`src/rtl/empaquetador_simbolos_pkg.sv`:
```
// Shared definitions for the symbol packer: default widths and FSM state encoding.
package empaquetador_simbolos_pkg;

  localparam int DATA_W_DEF = 2;
  localparam int N_SYM_DEF  = 4;

  typedef enum logic {
    ST_FILL = 1'b0,
    ST_HOLD = 1'b1
  } state_e;

endpackage

```
`src/rtl/empaquetador_simbolos_contador_palabras.sv`:
```
// 8-bit wrapping word counter: increments on en_i, result registered; no backpressure.
module contador_palabras (
  input  logic       clk,
  input  logic       rst,
  input  logic       en_i,
  output logic [7:0] count_o
);

  logic [7:0] count_q;

  always_ff @(posedge clk or posedge rst) begin
    if (rst) begin
      count_q <= 8'd0;
    end else if (en_i) begin
      count_q <= count_q + 8'd1;
    end
  end

  assign count_o = count_q;

endmodule

```
`src/rtl/empaquetador_simbolos.sv`:
```
// Packs N_SYM symbols MSB-first into one word; word valid one edge after last symbol.
// Two-word stall capacity (output stage + accumulator); ready_out drops only in HOLD.
module empaquetador_simbolos
  import empaquetador_simbolos_pkg::*;
#(
  parameter int DATA_W = DATA_W_DEF,
  parameter int N_SYM  = N_SYM_DEF
) (
  input  logic                    clk,
  input  logic                    reset,
  input  logic [DATA_W-1:0]       data_in,
  input  logic                    valid_in,
  output logic                    ready_out,
  output logic [DATA_W*N_SYM-1:0] data_out,
  output logic                    valid_out,
  input  logic                    ready_in,
  output logic [7:0]              word_count
);

  localparam int OUT_W = DATA_W * N_SYM;
  localparam int CNT_W = $clog2(N_SYM);
  localparam logic [CNT_W-1:0] CNT_LAST = CNT_W'(N_SYM - 1);

  state_e             state_q;
  logic [CNT_W-1:0]   cnt_q;
  logic [OUT_W-1:0]   acc_q;
  logic [OUT_W-1:0]   data_q;
  logic               valid_q;

  logic               out_free;
  logic               out_hs;
  logic [OUT_W-1:0]   acc_shift;

  assign out_free  = !valid_q || ready_in;
  assign out_hs    = valid_q && ready_in;
  assign acc_shift = {acc_q[OUT_W-DATA_W-1:0], data_in};

  always_ff @(posedge clk or posedge reset) begin
    if (reset) begin
      state_q <= ST_FILL;
      cnt_q   <= '0;
      acc_q   <= '0;
      data_q  <= '0;
      valid_q <= 1'b0;
    end else begin
      // A delivered word clears valid unless a new word is loaded below.
      if (out_hs) begin
        valid_q <= 1'b0;
      end
      case (state_q)
        ST_FILL: begin
          if (valid_in) begin
            if (cnt_q != CNT_LAST) begin
              acc_q <= acc_shift;
              cnt_q <= cnt_q + 1'b1;
            end else if (out_free) begin
              data_q  <= acc_shift;
              valid_q <= 1'b1;
              cnt_q   <= '0;
            end else begin
              acc_q   <= acc_shift;
              state_q <= ST_HOLD;
            end
          end
        end
        ST_HOLD: begin
          if (out_free) begin
            data_q  <= acc_q;
            valid_q <= 1'b1;
            cnt_q   <= '0;
            state_q <= ST_FILL;
          end
        end
      endcase
    end
  end

  assign ready_out = (state_q == ST_FILL);
  assign data_out  = data_q;
  assign valid_out = valid_q;

  contador_palabras u_contador (
    .clk     (clk),
    .rst     (reset),
    .en_i    (out_hs),
    .count_o (word_count)
  );

endmodule

```
`config.mk`:
```
export PLATFORM = sky130hd
export DESIGN_NAME = empaquetador_simbolos
export DESIGN_NICKNAME = d
export VERILOG_FILES = /design/src/rtl/empaquetador_simbolos_pkg.sv /design/src/rtl/empaquetador_simbolos_contador_palabras.sv /design/src/rtl/empaquetador_simbolos.sv
export SDC_FILE = /design/constraint.sdc
export NUM_CORES = 1
export LEC_CHECK = 0
export CORE_MARGIN = 10
export CORE_UTILIZATION = 45
export DETAILED_ROUTE_END_ITERATION = 8
export GPL_ROUTABILITY_DRIVEN = 0
export PLACE_DENSITY_LB_ADDON = 0.05
export SLEW_MARGIN = 5
export SYNTH_ARGS = -nofsm -noshare
export SYNTH_HDL_FRONTEND = slang
export SYNTH_SLANG_ARGS = --single-unit
```
`constraint.sdc`:
```
create_clock -name clk -period 1.6 [get_ports clk]
set_input_delay 0.24 -clock clk [delete_from_list [all_inputs] [get_ports clk]]
set_output_delay 0.24 -clock clk [all_outputs]
set_load 0.05 [all_outputs]
```
After elaboration in Yosys (flattened, before gate mapping)
Cells that the tools add are included.
{"block": "classes", "add_sub_neg": 2, "multipliers": 0, "n_div": 0, "order_cmp": 0, "eq_ne": 6, "shift": 0, "n_mux": 20, "n_bitwise": 1, "reduce_logical": 5}
{"op": "$mux W8", "count": 6}
{"op": "$pmux W8 S2", "count": 1}
{"op": "$add A8 B1 Y8 const B", "count": 1}
{"op": "$mux W1", "count": 7}
{"op": "$mux W2", "count": 3}
{"op": "$ne A2 B1 Y1 const B", "count": 3}
{"op": "$ne A2 B2 Y1 const B", "count": 3}
{"op": "$pmux W1 S2", "count": 2}
{"op": "$pmux W2 S2", "count": 1}
{"op": "$reduce_and A4 Y1", "count": 1}
{"op": "$reduce_and A3 Y1", "count": 1}
{"op": "$add A2 B1 Y2 const B", "count": 1}
{"op": "$logic_and A1 B1 Y1", "count": 1}
{"op": "$logic_not A1 Y1", "count": 1}
{"op": "$logic_or A1 B1 Y1", "count": 1}
{"op": "$not A1 Y1", "count": 1}
{"block": "word_totals", "regBits": 28, "latchBits": 0, "mem_bits_rw": 0, "romBits": 0, "in_bits": 6, "out_inout_bits": 18, "elab_cells": 40, "n_memories": 0}

Logic depth before layout (Yosys ltp)
{"block": "logic_depth", "depth_word": 6, "ltp_mapped": 4, "ltp_nobuf": 4}

Cells and area by module
From an unflattened synthesis, not the netlist that was laid out.
{"block": "unflattened", "hier_cells": 92, "area_unflattened_um2": 1262.5}
{"module": "empaquetador_simbolos", "instances": 1, "cells_each": 65, "area_each_um2": 917.1, "seq_area_each_um2": 500.5}
{"module": "contador_palabras", "instances": 1, "cells_each": 27, "area_each_um2": 345.3, "seq_area_each_um2": 200.2}

Least setup slack after synthesis
Ideal clock, no wire load.
{"block": "synth_path", "path_kind": "register to register", "from": "register valid_q (netlist: valid_out)", "to": "register acc_q[0]", "setup_ns": 0.125, "arrival_time_ns": 1.610, "required_time_ns": 1.475, "path_slack_ns": -0.135, "stages_incl_launch_ff": 4, "path_buffers": 0, "synth_period_minus_slack_ns": 1.735, "path_cell_list": "dfrtp_1 > nand2b_4 > a211oi_4 > mux2_2"}
{"block": "synth_via", "elab_chain_cells": 4}
{"item": "from (decl)", "line": "empaquetador_simbolos.sv:28", "rtl": "logic valid_q;"}
{"item": "from (signal assigned)", "line": "empaquetador_simbolos.sv:44", "rtl": "valid_q <= 1'b0;"}
{"item": "from (signal assigned)", "line": "empaquetador_simbolos.sv:48", "rtl": "valid_q <= 1'b0;"}
{"item": "from (signal assigned)", "line": "empaquetador_simbolos.sv:58", "rtl": "valid_q <= 1'b1;"}
{"item": "$logic_not A1 Y1", "line": "empaquetador_simbolos.sv:34", "rtl": "assign out_free = !valid_q || ready_in;"}
{"item": "$logic_or A1 B1 Y1", "line": "empaquetador_simbolos.sv:34"}
{"item": "$ne A2 B1 Y1 (no source line)"}
{"item": "$reduce_and A3 Y1 (no source line)"}
{"item": "to (signal assigned)", "line": "empaquetador_simbolos.sv:54", "rtl": "acc_q <= acc_shift;"}
{"item": "to (signal assigned)", "line": "empaquetador_simbolos.sv:61", "rtl": "acc_q <= acc_shift;"}
{"item": "to (decl)", "line": "empaquetador_simbolos.sv:26", "rtl": "logic [OUT_W-1:0] acc_q;"}
Every way passes these cells.
A chain may end at the register's enable or synchronous reset.

Worst setup path after layout
{"block": "layout_path", "from": "register cnt_q[1]", "to": "register data_q[4] (netlist: data_out[4])"}
{"block": "layout_via", "elab_chain_cells": 3}
{"item": "from (decl)", "line": "empaquetador_simbolos.sv:25", "rtl": "logic [CNT_W-1:0] cnt_q;"}
{"item": "from (signal assigned)", "line": "empaquetador_simbolos.sv:55", "rtl": "cnt_q <= cnt_q + 1'b1;"}
{"item": "$ne A2 B2 Y1", "line": "empaquetador_simbolos.sv:53", "rtl": "if (cnt_q != CNT_LAST) begin"}
{"item": "$ne A2 B2 Y1 (no source line)"}
{"item": "$reduce_and A4 Y1 (no source line)"}
{"item": "to (signal assigned)", "line": "empaquetador_simbolos.sv:57", "rtl": "data_q <= acc_shift;"}
{"item": "to (signal assigned)", "line": "empaquetador_simbolos.sv:68", "rtl": "data_q <= acc_q;"}
{"item": "to (decl)", "line": "empaquetador_simbolos.sv:27", "rtl": "logic [OUT_W-1:0] data_q;"}
Every way passes these cells.

==> impl_metrics.env <==
export IMPL_drt_iter0_markers=28
export IMPL_initial_core_util_pct=46.21
export IMPL_dieWidth_um=72.76
export IMPL_cts_htree_levels=1
export IMPL_finalNetCount=138
export IMPL_distinct_cells_synth=21
export IMPL_clock_sinks=28
export IMPL_total_power_w=0.003243
export IMPL_path_cells="ha_2 > a21oi_1 > a21oi_2 > buf_12 > mux2_2"
export IMPL_met3_length_um=109
export IMPL_antenna_violations_before_repair=0
export IMPL_post_dp_hpwl_mm=1.827
export IMPL_status="complete, no violations"
export IMPL_clock_tree_buffer_depth=2
export IMPL_path_max_fanout=8
export IMPL_first_pass_grt_wire_length_mm=4.029
export IMPL_syn_instance_count=92
export IMPL_total_cts_buffers=3
export IMPL_final_hold_violation_count=0
export IMPL_ant_nets=0
export IMPL_dpl_instance_area_mm2=0.001605
export IMPL_setup_violations_final=0
export IMPL_detail_route_drc_violations=0
export IMPL_max_freq_ghz=0.6595
export IMPL_yosys_register_bits=28
export IMPL_worst_setup_path_end_kind="flop"
export IMPL_arrival_time_of_the_worst_setup_path_ns=1.75
export IMPL_layout_drive_gt1_share_pct=49.61
export IMPL_area_growth_synth_to_final_pct=32.57
export IMPL_maxCapViolations=0
export IMPL_layout_cells_most_common_list="dfrtp_1, mux2_2, buf_4"
export IMPL_port_buffers=23
export IMPL_worstMarginPinSlew_ns=0.4190
export IMPL_share_of_yosys_cell_area_claimed_by_the_top_area_cell_type_pct=55.94
export IMPL_total_power_per_unit_cell_area_mw_per_mm2=1953
export IMPL_ys_top_cells_by_area="dfrtp_1, mux2_2, xnor2_1"
export IMPL_mostFrequentLayoutCell="dfrtp_1"
export IMPL_power_leakage_nw=0.7595
export IMPL_grt_total_usage_pct=9.461
export IMPL_setup_repair_after_global_routing_missed_its_margin="false"
export IMPL_worst_clock_skew_ns=0.002376
export IMPL_grt_pass1_vias=841
export IMPL_clkTransAtPathRegs_ns=0.15
export IMPL_crit_slowest_cell="dfrtp_1"
export IMPL_slew_viol_final=0
export IMPL_finalCriticalPeriod_ns=1.516
export IMPL_globalRoute_totalOverflow=0
export IMPL_cts_post_setup_buffers_inserted=0
export IMPL_wl_per_cell_um=14.86
export IMPL_final_core_util_pct=61.27
export IMPL_dr_pass1_iters=4
export IMPL_syn_num_nets=100
export IMPL_drt_met1_wl_mm=1.033
export IMPL_die_h_um=72.76
export IMPL_ir_drop_uv=1297
export IMPL_placement_rows=19
export IMPL_floorplan_core_area_mm2=0.002710
export IMPL_maxUsedRoutingLayer="met4"
export IMPL_pre_cts_ws_ns=-0.1205
export IMPL_vias_per_cell=5.088
export IMPL_post_route_worst_setup_slack_ns=0.08374
export IMPL_ios=24
export IMPL_synth_seq_area_share_pct=55.94
export IMPL_critPathRequiredTime_ns=1.83
export IMPL_number_of_warning_messages_in_the_yosys_log=0
export IMPL_dr_total_vias=814
export IMPL_pin_count_of_the_biggest_net_entering_global_routing=17
export IMPL_period_share_pct=94.77
export IMPL_ctsRootBufferMaster="clkbuf_4"
export IMPL_post_synth_cell_area_avg_um2=13.61
export IMPL_hold_buffer_count_at_cts=0
export IMPL_postCtsResizedCells=0
export IMPL_synthesized_cell_area_mm2=0.001252
export IMPL_met2WireLength_mm=1.199
export IMPL_insertion_delay_ns=0.33
export IMPL_tritoncts="done"
export IMPL_cpLargestDelayFamily="flip-flops"
export IMPL_worstSetupStartpointType="flop"
export IMPL_stdcell_area_mm2=0.001660
export IMPL_worstPathBufferInverterCount=1
export IMPL_slew_headroom_pct=72.03
export IMPL_criticalPathCategory="reg2reg"
export IMPL_timing_hold_worst_class="in2async"
export IMPL_critical_path_max_stage_delay_ns=0.40
export IMPL_synth_largest_area_cell="dfrtp_1"
export IMPL_wl_mm=2.378
export IMPL_antenna_cells_inserted=0
export IMPL_area_of_the_die_mm2=0.005293
worst register-to-register path, delay by kind of cell, from the launching register on:
family / cells / cell delay, ns
flip-flops: 1 / 0.40
multiplexers: 1 / 0.33
AO/OA/AOI/OAI: 2 / 0.28
adder cells (fa/ha/maj): 1 / 0.26
buffers and inverters: 1 / 0.15
metal layers:
metal	up-vias	global-route usage, %
met5	-	0
met4	0	4.430
met1	403	11.16
met2	10	15.41
met3	4	2.721
li1	397	-
Yosys cell counts:
master and number:
dfrtp_1 28, mux2_2 25, nand2_1 5, xnor2_1 5, inv_1 4, nor2_1 4
a21oi_1 3, ha_1 2, nand4_1 2, o2bb2ai_1 2, xor2_1 2, a211oi_4 1
a21oi_2 1, and3_1 1, and3b_1 1, and4_2 1, buf_2 1, nand2b_4 1
nand3_1 1, nor3_1 1, nor3b_1 1
state kept, by name, indices dropped and copies added, names as in the netlist:
signal	count
u_contador.count_o	8
valid_out	1
data_out	8
cnt_q	2
state_q	1
acc_q	8
cell families (layout without fill, tap and decap cells):
group	count (synthesis)	count (layout)	synth area share (%)
AND/OR/NAND/NOR	18	18	8.191
buffers and inverters	5	42	1.598
AO/OA/AOI/OAI	7	7	4.895
XOR/XNOR	7	7	4.895
flip-flops	28	28	55.94
multiplexers	25	25	22.48
adder cells (fa/ha/maj)	2	2	1.998
metrics by stage:
step	hold slack, ns	setup TNS [ns]	instances
2_1_floorplan	0.3053	0	92
3_3_place_gp	0.4625	-1.125	156
3_5_place_dp	0.4699	-1.219	156
4_1_cts	0.1799	0	160
5_1_grt	0.1995	0	160
6_report	0.1771	0	160
cell type report:
class	count	area [um2]
clock buffer	3	22.52
clock inverter	1	30.03
fill	254	1050
inverter	4	15.01
multi-input combinational	59	534.3
sequential	28	701.9
tap	31	38.79
timing repair buffer	34	317.8
final timing paths:
path                                                   startpoint                           endpoint  slack [ns]  cells after the start
worst min-delay path                                        reset  u_contador.count_o[7]$_DFFE_PP0P_        0.18                      2
worst max-delay path                         cnt_q[1]$_DFFE_PP0P_            data_out[4]$_DFFE_PP0P_        0.08                      5
worst min register to register  u_contador.count_o[7]$_DFFE_PP0P_  u_contador.count_o[7]$_DFFE_PP0P_        0.49                      1
min in group clk                u_contador.count_o[7]$_DFFE_PP0P_  u_contador.count_o[7]$_DFFE_PP0P_        0.49                      1
max in group asynchronous                                   reset            data_out[3]$_DFFE_PP0P_        0.93                      3
worst max register to register               cnt_q[1]$_DFFE_PP0P_            data_out[4]$_DFFE_PP0P_        0.08                      5
where the power goes:
group          internal (W)  switching (W)
logic              0.000687       0.000869
clock network      0.000253       0.000207
registers          0.000986       0.000239
(Power assumes the default switching activity.)
